$ cat config.mk
export PLATFORM = sky130hd
export DESIGN_NAME = sram_access_arbiter_flat
export DESIGN_NICKNAME = d
export VERILOG_FILES = /design/src/rtl/sram_access_arbiter_pkg.sv /design/src/rtl/sram_access_arbiter_if.sv /design/src/rtl/sram_arb_priority_enc.sv /design/src/rtl/sram_access_arbiter.sv /design/src/flat_wrapper.sv
export SDC_FILE = /design/constraint.sdc
export NUM_CORES = 1
export LEC_CHECK = 0
export CAP_MARGIN = 20
export CORE_MARGIN = 4
export CORE_UTILIZATION = 30
export CTS_BUF_LIST = sky130_fd_sc_hd__clkbuf_8
export CTS_CLUSTER_SIZE = 14
export DETAILED_ROUTE_END_ITERATION = 7
export PLACE_DENSITY = 0.68
export SETUP_SLACK_MARGIN = 0.2
export SLEW_MARGIN = 40
export SYNTH_ARGS = -nofsm -noshare
export SYNTH_HDL_FRONTEND = slang
export SYNTH_SLANG_ARGS = --single-unit
export TNS_END_PERCENT = 10
$ cat constraint.sdc
create_clock -name CLOCK_50_I -period 1.97 [get_ports CLOCK_50_I]
set_input_delay 0.197 -clock CLOCK_50_I [delete_from_list [all_inputs] [get_ports CLOCK_50_I]]
set_output_delay 0.197 -clock CLOCK_50_I [all_outputs]
set_load 0.05 [all_outputs]
$ cat src/rtl/sram_access_arbiter_pkg.sv
// Shared types and constants for the SRAM access arbiter.
package sram_arb_pkg;

    typedef enum logic [1:0] {
        S_ARB_VGA   = 2'd0,
        S_ARB_DRAIN = 2'd1,
        S_ARB_GRANT = 2'd2
    } arb_state_type;

    localparam logic [1:0] REQ_UART = 2'd0;
    localparam logic [1:0] REQ_M2   = 2'd1;
    localparam logic [1:0] REQ_M1   = 2'd2;
    localparam logic [1:0] REQ_VGA  = 2'd3;
    localparam int         NUM_REQ  = 4;

    localparam logic [3:0] GRANT_VGA  = 4'b1000;
    localparam logic [3:0] GRANT_NONE = 4'b0000;

    // One-hot grant vector for a requester index.
    function automatic logic [3:0] idx_to_onehot(input logic [1:0] idx);
        return 4'b0001 << idx;
    endfunction

endpackage

$ cat src/rtl/sram_access_arbiter_if.sv
// Request/grant bundle between the SRAM users and the arbiter.
interface sram_access_arbiter_if;

    logic [3:0]        req_i;
    logic [3:0][17:0]  req_address_i;
    logic [3:0][15:0]  req_write_data_i;
    logic [3:0]        req_we_n_i;

    logic [3:0]        grant_o;
    logic [1:0]        owner_o;
    logic              VGA_enable_o;
    logic              busy_o;
    logic              timeout_o;

    logic [17:0]       SRAM_address_o;
    logic [15:0]       SRAM_write_data_o;
    logic              SRAM_we_n_o;

    // Requester side: drives requests and per-requester bus values.
    modport master (
        output req_i, req_address_i, req_write_data_i, req_we_n_i,
        input  grant_o, owner_o, VGA_enable_o, busy_o, timeout_o,
        input  SRAM_address_o, SRAM_write_data_o, SRAM_we_n_o
    );

    // Arbiter side.
    modport slave (
        input  req_i, req_address_i, req_write_data_i, req_we_n_i,
        output grant_o, owner_o, VGA_enable_o, busy_o, timeout_o,
        output SRAM_address_o, SRAM_write_data_o, SRAM_we_n_o
    );

endinterface

$ cat src/rtl/sram_arb_priority_enc.sv
// Fixed-priority encoder: lowest set bit wins (UART > M2 > M1).
module sram_arb_priority_enc
    import sram_arb_pkg::*;
(
    input  logic [2:0] req_vec_s,
    output logic       hit_s,
    output logic [1:0] idx_s
);

    // Pick the lowest pending requester index.
    always_comb begin
        hit_s = 1'b0;
        idx_s = REQ_UART;
        if (req_vec_s[0]) begin
            hit_s = 1'b1;
            idx_s = REQ_UART;
        end else if (req_vec_s[1]) begin
            hit_s = 1'b1;
            idx_s = REQ_M2;
        end else if (req_vec_s[2]) begin
            hit_s = 1'b1;
            idx_s = REQ_M1;
        end else begin
            hit_s = 1'b0;
            idx_s = REQ_UART;
        end
    end

endmodule

$ cat src/rtl/sram_access_arbiter.sv
// Shares the single SRAM controller port among UART, M2, M1 and VGA.
// VGA owns the SRAM by default; every ownership change passes through a
// drain gap of READ_LATENCY cycles so in-flight reads land with their owner.
module sram_access_arbiter
    import sram_arb_pkg::*;
#(
    parameter int          READ_LATENCY = 3,
    parameter logic [25:0] HOLD_TIMEOUT = 26'd50000000
)(
    input  logic CLOCK_50_I,
    input  logic resetn,
    sram_access_arbiter_if.slave bus
);

    localparam int          DRAIN_W    = (READ_LATENCY + 1 > 2) ? $clog2(READ_LATENCY + 1) : 1;
    localparam logic [DRAIN_W-1:0] DRAIN_LAST = DRAIN_W'(READ_LATENCY - 1);
    localparam logic [25:0] HOLD_LAST  = HOLD_TIMEOUT - 26'd1;

    arb_state_type        state_r, state_nxt_s;
    logic [3:0]           grant_r, grant_nxt_s;
    logic [1:0]           owner_r, owner_nxt_s;
    logic [DRAIN_W-1:0]   drain_cnt_r, drain_nxt_s;
    logic [25:0]          hold_cnt_r, hold_nxt_s;
    logic                 busy_r, timeout_r, timeout_nxt_s;

    logic                 pend_hit_s;
    logic [1:0]           pend_idx_s;

    logic [17:0]          sram_address_s;
    logic [15:0]          sram_write_data_s;
    logic                 sram_we_n_s;

    sram_arb_priority_enc u_prio (
        .req_vec_s (bus.req_i[2:0]),
        .hit_s     (pend_hit_s),
        .idx_s     (pend_idx_s)
    );

    // Next-state, next-grant and drain counter logic.
    always_comb begin
        state_nxt_s = state_r;
        grant_nxt_s = grant_r;
        owner_nxt_s = owner_r;
        drain_nxt_s = drain_cnt_r;
        case (state_r)
            S_ARB_VGA: begin
                if (|bus.req_i[2:0]) begin
                    state_nxt_s = S_ARB_DRAIN;
                    grant_nxt_s = GRANT_NONE;
                    drain_nxt_s = '0;
                end else begin
                    grant_nxt_s = GRANT_VGA;
                    owner_nxt_s = REQ_VGA;
                end
            end
            S_ARB_DRAIN: begin
                if (drain_cnt_r == DRAIN_LAST) begin
                    drain_nxt_s = '0;
                    if (pend_hit_s) begin
                        state_nxt_s = S_ARB_GRANT;
                        grant_nxt_s = idx_to_onehot(pend_idx_s);
                        owner_nxt_s = pend_idx_s;
                    end else begin
                        state_nxt_s = S_ARB_VGA;
                        grant_nxt_s = GRANT_VGA;
                        owner_nxt_s = REQ_VGA;
                    end
                end else begin
                    drain_nxt_s = drain_cnt_r + DRAIN_W'(1);
                end
            end
            S_ARB_GRANT: begin
                if (!bus.req_i[owner_r]) begin
                    state_nxt_s = S_ARB_DRAIN;
                    grant_nxt_s = GRANT_NONE;
                    drain_nxt_s = '0;
                end else begin
                    grant_nxt_s = grant_r;
                end
            end
            default: begin
                state_nxt_s = S_ARB_VGA;
                grant_nxt_s = GRANT_VGA;
                owner_nxt_s = REQ_VGA;
                drain_nxt_s = '0;
            end
        endcase
    end

    // Hold counter: restarts on each grant edge, saturates at HOLD_LAST.
    // The timeout flag is raised in the same cycle the counter reaches HOLD_LAST.
    always_comb begin
        hold_nxt_s    = hold_cnt_r;
        timeout_nxt_s = timeout_r;
        if ((state_nxt_s == S_ARB_GRANT) && (state_r != S_ARB_GRANT)) begin
            hold_nxt_s = 26'd0;
        end else if ((state_r == S_ARB_GRANT) && (hold_cnt_r != HOLD_LAST)) begin
            hold_nxt_s = hold_cnt_r + 26'd1;
        end else begin
            hold_nxt_s = hold_cnt_r;
        end
        if ((state_nxt_s == S_ARB_GRANT) && (hold_nxt_s == HOLD_LAST)) begin
            timeout_nxt_s = 1'b1;
        end else begin
            timeout_nxt_s = timeout_r;
        end
    end

    // State and registered output flops.
    always_ff @(posedge CLOCK_50_I or negedge resetn) begin
        if (!resetn) begin
            state_r     <= S_ARB_VGA;
            grant_r     <= GRANT_VGA;
            owner_r     <= REQ_VGA;
            drain_cnt_r <= '0;
            hold_cnt_r  <= 26'd0;
            busy_r      <= 1'b0;
            timeout_r   <= 1'b0;
        end else begin
            state_r     <= state_nxt_s;
            grant_r     <= grant_nxt_s;
            owner_r     <= owner_nxt_s;
            drain_cnt_r <= drain_nxt_s;
            hold_cnt_r  <= hold_nxt_s;
            busy_r      <= (state_nxt_s != S_ARB_VGA);
            timeout_r   <= timeout_nxt_s;
        end
    end

    // SRAM port mux: owner's values while granted, idle read of address 0
    // during drain, and write forced off while reset is held.
    always_comb begin
        sram_address_s    = 18'd0;
        sram_write_data_s = 16'd0;
        sram_we_n_s       = 1'b1;
        if (!resetn) begin
            sram_we_n_s = 1'b1;
        end else if (grant_r != GRANT_NONE) begin
            sram_address_s    = bus.req_address_i[owner_r];
            sram_write_data_s = bus.req_write_data_i[owner_r];
            sram_we_n_s       = bus.req_we_n_i[owner_r];
        end else begin
            sram_we_n_s = 1'b1;
        end
    end

    assign bus.grant_o           = grant_r;
    assign bus.owner_o           = owner_r;
    assign bus.VGA_enable_o      = grant_r[REQ_VGA];
    assign bus.busy_o            = busy_r;
    assign bus.timeout_o         = timeout_r;
    assign bus.SRAM_address_o    = sram_address_s;
    assign bus.SRAM_write_data_o = sram_write_data_s;
    assign bus.SRAM_we_n_o       = sram_we_n_s;

endmodule
$ cat src/flat_wrapper.sv
// flat-port wrapper written by rule: the top's interface ports become plain ports
module sram_access_arbiter_flat import sram_arb_pkg::*;
#(
    parameter int          READ_LATENCY = 3,
    parameter logic [25:0] HOLD_TIMEOUT = 26'd50000000
)
  (CLOCK_50_I, resetn, bus_req_i, bus_req_address_i, bus_req_write_data_i, bus_req_we_n_i, bus_grant_o, bus_owner_o, bus_VGA_enable_o, bus_busy_o, bus_timeout_o, bus_SRAM_address_o, bus_SRAM_write_data_o, bus_SRAM_we_n_o);
  sram_access_arbiter_if bus_i ();
  input  logic CLOCK_50_I;
  input  logic resetn;
  input wire logic [$bits(bus_i.req_i)-1:0] bus_req_i;
  input wire logic [$bits(bus_i.req_address_i)-1:0] bus_req_address_i;
  input wire logic [$bits(bus_i.req_write_data_i)-1:0] bus_req_write_data_i;
  input wire logic [$bits(bus_i.req_we_n_i)-1:0] bus_req_we_n_i;
  output wire logic [$bits(bus_i.grant_o)-1:0] bus_grant_o;
  output wire logic [$bits(bus_i.owner_o)-1:0] bus_owner_o;
  output wire logic [$bits(bus_i.VGA_enable_o)-1:0] bus_VGA_enable_o;
  output wire logic [$bits(bus_i.busy_o)-1:0] bus_busy_o;
  output wire logic [$bits(bus_i.timeout_o)-1:0] bus_timeout_o;
  output wire logic [$bits(bus_i.SRAM_address_o)-1:0] bus_SRAM_address_o;
  output wire logic [$bits(bus_i.SRAM_write_data_o)-1:0] bus_SRAM_write_data_o;
  output wire logic [$bits(bus_i.SRAM_we_n_o)-1:0] bus_SRAM_we_n_o;
  assign bus_i.req_i = bus_req_i;
  assign bus_i.req_address_i = bus_req_address_i;
  assign bus_i.req_write_data_i = bus_req_write_data_i;
  assign bus_i.req_we_n_i = bus_req_we_n_i;
  assign bus_grant_o = bus_i.grant_o;
  assign bus_owner_o = bus_i.owner_o;
  assign bus_VGA_enable_o = bus_i.VGA_enable_o;
  assign bus_busy_o = bus_i.busy_o;
  assign bus_timeout_o = bus_i.timeout_o;
  assign bus_SRAM_address_o = bus_i.SRAM_address_o;
  assign bus_SRAM_write_data_o = bus_i.SRAM_write_data_o;
  assign bus_SRAM_we_n_o = bus_i.SRAM_we_n_o;
  sram_access_arbiter #(.READ_LATENCY(READ_LATENCY), .HOLD_TIMEOUT(HOLD_TIMEOUT)) u_core (.CLOCK_50_I(CLOCK_50_I), .resetn(resetn), .bus(bus_i));
endmodule
Word level (Yosys, flattened, before mapping)
Index checks and enable logic that the tools add are counted.

Flip-flop bits (word level): 38. Input bits: 146. Output and inout bits: 44. Logic and storage cells: 73.

$add $sub $neg: 2. Order comparisons: 1. Eq/ne operators: 11. Shift-type cells: 1. Muxes and demuxes: 40. Bitwise operators: 1. Reduce and logical (&&, ||, !) cells: 10.

Operators by type and width (count): $mux W18 (3); $mux W26 (2); $mux W16 (3); $bmux W18 S2 (1); $bmux W16 S2 (1); $add A26 B1 Y26 const B (1); $eq A26 B26 Y1 const B (1); $mux W2 (13); $ne A26 B26 Y1 const B (1); $pmux W2 S3 (3); $mux W4 (4); $pmux W4 S3 (1); $mux W1 (7); $eq A2 B2 Y1 const B (3); $ne A2 B2 Y1 const B (3); $bmux W1 S2 (2); $ne A2 B1 Y1 const B (2); $reduce_and A2 Y1 (2); $reduce_bool A4 Y1 (1); $shl A1 B2 Y4 const A (1); $logic_and A1 B1 Y1 (3); $lt A2 B3 Y1 const B (1); $reduce_and A3 Y1 (1); $reduce_or A3 Y1 (1); 5 further kinds (5).

Depth between registers and ports, before layout
Gate-level depths: netlist (run 1).

Depth in word-level cells: 11. Depth in mapped cells: 10. Gate-level depth less buffers: 8.

Hierarchy
A second synthesis (run 1) with hierarchy kept.

Cells, all modules: 334. Area, all modules: 3384.5 um2.

By module, submodules not included: sram_access_arbiter (instances 1, cells an instance 331, area an instance 3364.5 um2, seq. area each 954.7 um2); sram_arb_priority_enc (instances 1, cells an instance 3, area an instance 20.0 um2, seq. area each 0.0 um2).

Least setup slack after synthesis (run 1)
No wires, ideal clock.

Path kind: reg2out. From: reg u_core.owner_r[0], in the netlist u_core.bus.owner_o[0]. To: out bus_SRAM_address_o[10]. Arrival time: 2.512 ns. Required time: 1.773 ns. Slack: -0.739 ns. Cell stages (with the launch flop): 5. Path buffers: 2. Cells stage by stage: dfstp_2 clkbuf_1 buf_2 mux4_2 nor2b_1.

Word-level cells in the longest chain between the ends: 4.

RTL lines: start, declared (RTL line sram_access_arbiter.sv:21) `logic [1:0] owner_r, owner_nxt_s;`; start signal, assigned (RTL line sram_access_arbiter.sv:122) `owner_r <= owner_nxt_s;`; $bmux W18 S2 (RTL line sram_access_arbiter.sv:139) `sram_address_s = bus.req_address_i[owner_r];`; $mux W18 (implied by the code) (RTL line sram_access_arbiter.sv:139); $mux W18 (RTL line sram_access_arbiter.sv:138) `end else if (grant_r != GRANT_NONE) begin`; $mux W18 (RTL line sram_access_arbiter.sv:136) `if (!resetn) begin`; end, declared (RTL line flat_wrapper.sv:20) `output wire logic [$bits(bus_i.SRAM_address_o)-1:0] bus_SRAM_address_o;`.

Every way passes these cells. The select of a mux whose other input is x is not followed.

Final worst setup path (run 1)
From: reg u_core.owner_r[0], in the netlist u_core.bus.owner_o[0]. To: out bus_SRAM_we_n_o.

Word-level cells in the longest chain between the ends: 4.

RTL lines: $bmux W1 S2 (RTL line sram_access_arbiter.sv:141) `sram_we_n_s = bus.req_we_n_i[owner_r];`; $mux W1 (implied by the code) (RTL line sram_access_arbiter.sv:141); $mux W1 (RTL line sram_access_arbiter.sv:138); $mux W1 (RTL line sram_access_arbiter.sv:136); end, declared (RTL line flat_wrapper.sv:22) `output wire logic [$bits(bus_i.SRAM_we_n_o)-1:0] bus_SRAM_we_n_o;`.

Every way passes these cells. The select of a mux whose other input is x is not followed.

==> results of run 1 <==
-- sequential cells by signal, summed over array words and instances (netlist names) --
name,count
u_core.bus.timeout_o,1
u_core.state_r,2
u_core.bus.busy_o,1
u_core.bus.owner_o,2
u_core.drain_cnt_r,2
u_core.bus.grant_o,4
u_core.hold_cnt_r,26
-- cells in the mapped netlist (all sizes together), types with 3 or more instances --
master / n / area share [%]
nand2: 32 / 3.7
mux4: 36 / 24
inv: 5 / 0.55
o21ai: 11 / 1.6
nor4: 7 / 1.5
or3: 4 / 0.73
a21oi: 10 / 1.5
nor4b: 4 / 1.2
nor3: 8 / 1.2
o31a: 3 / 0.77
nand3: 9 / 1.3
and3: 4 / 0.73
nand4: 15 / 2.8
and2: 3 / 0.55
xnor2: 4 / 1.0
nand2b: 4 / 0.73
and4: 4 / 1.0
dfstp: 3 / 2.3
buf: 14 / 2.6
clkbuf: 13 / 1.4
nor2: 28 / 3.1
a22o: 3 / 0.77
xor2: 13 / 3.3
nor2b: 37 / 6.8
dfrtp: 35 / 26
mux2i: 4 / 1.2
-- worst reg2reg max path: stages (launching register included) --
cell and delay (ns):
dfrtp_1 0.42, ha_2 0.20, and3_4 0.19, nand2_4 0.06
o31a_4 0.39, mux2_4 0.32, nor4_2 0.15, nand4_1 0.14
o21bai_1 0.14
-- stage by stage --
| stage | hold WS [ns] | total power, mW |
|---|---|---|
| 2_1_floorplan | -0.09859 | 4.334 |
| 3_3_place_gp | 0.3962 | 5.745 |
| 3_5_place_dp | 0.3988 | 5.804 |
| 4_1_cts | 0.08356 | 6.800 |
| 5_1_grt | 0.1062 | 7.277 |
| 6_report | 0.07356 | 6.912 |
-- layout make-up --
class	count	area, um^2	share of cell area [%]
clock inverter	2	12.51	0.1829
clock buffer	6	82.58	1.207
sequential	38	960.9	14.05
multi-input combinational	273	2796	40.88
tap	140	175.2	2.561
timing repair buffer	284	2794	40.85
inverter	5	18.77	0.2744
-- cell usage in the layout, fill, tap and decap left out, types with 3 or more instances in the layout --
cell	instances
nor4_2	3
and3_1	3
inv_1	5
xnor2_1	3
xor2_1	12
nand3_2	3
nor2b_4	35
nand4_1	15
o21ai_0	8
dfstp_2	3
nor4_1	3
mux2i_1	4
nand2_1	27
nand2b_1	3
nand3_1	6
nor3_1	3
clkbuf_8	6
buf_12	7
nor2_1	27
nor4b_1	3
a22o_1	3
dfrtp_1	30
buf_4	84
a21oi_2	3
mux4_2	36
clkdlybuf4s50_1	146
nor3_4	3
dfrtp_2	5
buf_6	40
buf_8	3
a21oi_1	7
nand2_2	3
-- power by group through the flow --
| stage | Clock, mW | Combinational [mW] | Sequential [mW] |
|---|---|---|---|
| finish | 0.569 | 5.20 | 1.14 |
| global route | 0.626 | 5.48 | 1.17 |
| CTS | 0.594 | 5.06 | 1.14 |
| detailed placement | 0 | 4.65 | 1.15 |
| global placement | 0 | 4.61 | 1.14 |
| floorplan | 0 | 3.02 | 1.32 |
-- how the worst max path moves through the flow --
stage	startpoint	endpoint	slack (ns)	depth (start not counted)
after global routing	u_core.bus.owner_o[0]	bus_SRAM_we_n_o	-0.27	4
after global placement	u_core.hold_cnt_r[25]	u_core.bus.timeout_o	-0.24	8
final	u_core.bus.owner_o[0]	bus_SRAM_we_n_o	-0.21	4
after CTS	u_core.bus.owner_o[0]	bus_SRAM_we_n_o	-0.23	4
after floorplan	u_core.hold_cnt_r[0]	u_core.bus.timeout_o	-0.03	10
after detailed placement	u_core.hold_cnt_r[25]	u_core.bus.timeout_o	-0.25	8
-- routing by layer --
layer | global-route usage, % | wire, um
met1 | 27.15 | 5888
met2 | 40.28 | 7969
met3 | 4.440 | 1126
met4 | 5.859 | 351
met5 | 0 | 0
-- repair_timing --
item                                    in CTS  in global routing
gates resized for setup                     72                 32
cloned                                       1                  1
pin swaps                                   19                 34
endpoints found under the setup margin      59                 64
setup buffers                                2                  3
-- logic make-up (layout without fill, tap and decap cells) --
| kind of cell | Yosys count | count (layout) | share of synthesized area (%) |
|---|---|---|---|
| simple gates | 171 | 171 | 28.72 |
| compound gates | 43 | 43 | 8.484 |
| mux | 41 | 41 | 25.41 |
| flops | 38 | 38 | 28.02 |
| buf+inv | 32 | 297 | 4.627 |
| xor+xnor | 17 | 17 | 4.370 |
| fa+ha+maj | 1 | 1 | 0.3672 |
==> reports/results.tsv, run 1 <==
metric	value	unit
via count	3891	
syn nets	490	
FMAX	458.8	MHz
Die X	114.6	um
WP data required	1.77	ns
Fin. Hold Viols	0	
CP Launch Type	flop	
Peak VDD IR	1.174	mV
sw frac	45.75	%
clk root buf	clkbuf_8	
reg2reg setup slack	-0.12	ns
leakage power	2.912	nW
Comb pwr share	75.2	%
filler cell count	874	
top cell family by delay on the critical path	flip-flops	
Slowest-stage cell, CP	dfstp_2	
die area	13130	um^2
Die H	114.6	um
Port Buffer Count	189	
GRT Residual Overflow	0	
Int Power	3.749	mW
initial antenna violation count	0	
largest net degree at the start of global routing	39	
Synth Flop Type	dfrtp_1	
Worst EP arrival	1.98	ns
global-route wire length before repair	22.78	mm
status	complete, but fails checks	
cells along the critical path	buf_12 -> mux4_2 -> or2_4 -> buf_6	
All-Layer GR Usage	22.38	%
reg2reg end	u_core.bus.timeout_o	
minimum clock period	2.180	ns
worst stage delay on the critical path	0.62	ns
reg2reg start	u_core.hold_cnt_r[0]	
num rows	38	
sequential fraction of the synthesis area	28.02	%
FF+latch count, synth	38	
Placed Cells	733	
routed vias/inst	5.202	
Yosys warning count	0	
PwrDens	1010	nW/um^2
worst setup margin	-0.2097	ns
failing checks	setup timing	
Rel. slew slack	63.83	%
clock network fraction of design power	8.2	%
Core ar.	10980	um^2
post-DP HPWL	12.57	mm
worst path bufs/invs	2	
initial core utilization	31.02	%
vias in the first global route	4111	
Max Transition Viols Final	0	
Critical Setup Path Class	flop to primary output	
CTS H-tree depth	2	
clock-pin transition on the worst setup and hold timing paths	0.09	ns
Least-Margin Pin Slew	0.5408	ns
synthesized netlist cell count	343	
share of layout cells above drive strength 1	44.08	%
CTS tree	yes	
DR WL/cell	20.50	um
Core Util, Final	62.28	%
CP Capture Type	primary output	
EDFF count, synth	0	
final WL	15.34	mm
setup TNS	-5.731	ns
Num CTS Buffers	5	
ANT nets after route	0	
diode count	0	
reg2reg path depth	8	
Max-Cap Viols	0	
placed instance area	6223	um^2
P_sw	3.162	mW
unrepaired setup endpoints after global routing	yes	
CP Max Fanout	10	
num ports	190	
Design Area, Final	6840	um^2
gpl congestion	0.9173	
sequential share of power	16.5	%
CTS Hold Buffers Added	0	
Area Overhead vs Synth	100.8	%
Clock Latency Late Sink	0.29	ns
clk buf depth	2	
post-synth cell types	55	
Hold Crit Class	input pin to async pin	
Post-Layout Cell Count	748	
# clock sinks	38	
Worst Clk Skew	0.01110	ns
# DRC	0	
Place WS	-0.2524	ns
final period utilization	110.6	%
FFs w/ async S/R, synth	100.0	%
DR pass1 iterations	4	
Setup violations, final	36	
syn avg cell area	9.933	um^2
Post-Synthesis Cell Area	3407	um^2
DRT iter0 DRCs	238	
Nets	754	
No activity file was read; power rests on OpenSTA's default activity.
==> inputs of run 2 (changes only) <==
- SETUP_SLACK_MARGIN: 0.2 -> 0.05
==> reports/results.tsv, run 2 (synthesis gave the netlist of run 1 again) <==
metric	value	unit
clock network fraction of design power	10.1	%
ANT nets after route	0	
Worst Clk Skew	0.009185	ns
DR pass1 iterations	4	
Die H	114.6	um
# DRC	0	
setup TNS	-5.486	ns
# clock sinks	38	
Max Transition Viols Final	0	
Hold Crit Class	input pin to async pin	
DRT iter0 DRCs	322	
Max-Cap Viols	0	
via count	3919	
DR WL/cell	20.28	um
CTS Hold Buffers Added	0	
Rel. slew slack	63.58	%
Int Power	3.651	mW
CTS tree	yes	
Num CTS Buffers	5	
num rows	38	
post-DP HPWL	12.29	mm
clk buf depth	2	
share of layout cells above drive strength 1	40.66	%
Port Buffer Count	189	
clock-pin transition on the worst setup and hold timing paths	0.08	ns
Die X	114.6	um
minimum clock period	2.178	ns
Multi-input gate area	2675	um^2
Nets	751	
commonest non-fill, non-tap cell in the layout	clkdlybuf4s50_1	
Biggest register	u_core.hold_cnt_r	
Comb pwr share	73.0	%
PwrDens	1016	nW/um^2
vias in the first global route	4032	
initial core utilization	31.02	%
Least-Margin Pin Slew	0.5446	ns
global-route wire length before repair	22.33	mm
failing checks	setup timing	
initial antenna violation count	0	
worst hold slack	0.05868	ns
All-Layer GR Usage	21.76	%
Core ar.	10980	um^2
FMAX	459.1	MHz
sequential share of power	16.8	%
CP Max Fanout	6	
CP Capture Type	primary output	
Storage cell area	957.2	um^2
sw frac	45.69	%
final period utilization	110.6	%
GRT Residual Overflow	0	
Clock Latency Late Sink	0.30	ns
num ports	190	
Overall Power	6.723	mW
Peak VDD IR	0.8693	mV
final WL	15.13	mm
gpl congestion	1.012	
Design Area, Final	6616	um^2
Area Overhead vs Synth	94.20	%
max reg flops	26	
status	complete, but fails checks	
clk root buf	clkbuf_8	
CTS H-tree depth	2	
placed instance area	6228	um^2
filler cell count	891	
Critical Setup Path Class	flop to primary output	
CP Launch Type	flop	
P_sw	3.072	mW
most frequent cells in the layout	clkdlybuf4s50_1, buf_4, mux4_2	
routed vias/inst	5.253	
worst setup margin	-0.2081	ns
leakage power	2.803	nW
Fin. Hold Viols	0	
Setup violations, final	42	
unrepaired setup endpoints after global routing	yes	
die area	13130	um^2
Worst EP arrival	1.98	ns
largest net degree at the start of global routing	39	
WP data required	1.77	ns
==> run 2: layout make-up <==
cell class,count,area share [%]
multi-input cells,273,40.43
repair buffers,281,40.41
flip-flops and latches,38,14.47
well taps,140,2.648
clock buffers,5,1.040
clock inverters,3,0.6808
inverters,5,0.2837
diodes,1,0.03782
==> run 2: power by group through the flow <==
stage / Clock, mW / Combinational [mW] / Sequential (mW)
floorplan: 0 / 3.00 / 1.32
global placement: 0 / 4.65 / 1.14
detailed placement: 0 / 4.70 / 1.14
CTS: 0.702 / 4.88 / 1.13
global route: 0.745 / 5.16 / 1.16
finish: 0.681 / 4.91 / 1.13
==> run 2: what timing repair did <==
action,4_1_cts,5_1_grt
resized for setup,37,16
endpoints found under the setup margin,40,50
pin swaps,2,17
buffers inserted,0,5
==> run 2: worst max-delay path, cell delays in order, from the launching register on <==
cell and delay (ns):
dfstp_2 0.61, buf_4 0.20, mux4_2 0.52, nor2b_2 0.16, buf_4 0.19
==> run 2: worst paths after layout <==
| kind | cells after the start | slack (ns) | to | from |
|---|---|---|---|---|
| worst min-delay path | 2 | 0.06 | u_core.hold_cnt_r[16] | resetn |
| worst min register to register | 2 | 0.52 | u_core.bus.grant_o[3] | u_core.bus.grant_o[3] |
| worst max-delay path | 4 | -0.21 | bus_SRAM_write_data_o[15] | u_core.bus.owner_o[0] |
| min in group CLOCK_50_I | 2 | 0.52 | u_core.bus.grant_o[3] | u_core.bus.grant_o[3] |
| max in group asynchronous | 2 | 1.54 | u_core.hold_cnt_r[7] | resetn |
| worst max register to register | 9 | -0.16 | u_core.bus.timeout_o | u_core.hold_cnt_r[10] |
==> run 2: per-stage QoR <==
step,cells,util (%),setup WS [ns]
floorplan,343,-,-0.03225
detailed placement,732,56.71,-0.1611
global placement,732,56.71,-0.1731
CTS,740,59.07,-0.2336
global route,745,60.22,-0.3235
finish,746,60.24,-0.2081
==> run 2: per-layer routing <==
layer	wire (um)	global-route usage, %	up-vias	part of all wire, %
met3	1254	5.074	25	8.3
met1	5712	26.98	1911	38
met4	230	4.038	0	1.5
met2	7932	38.73	163	52
li1	-	-	1820	-
met5	0	0	-	0
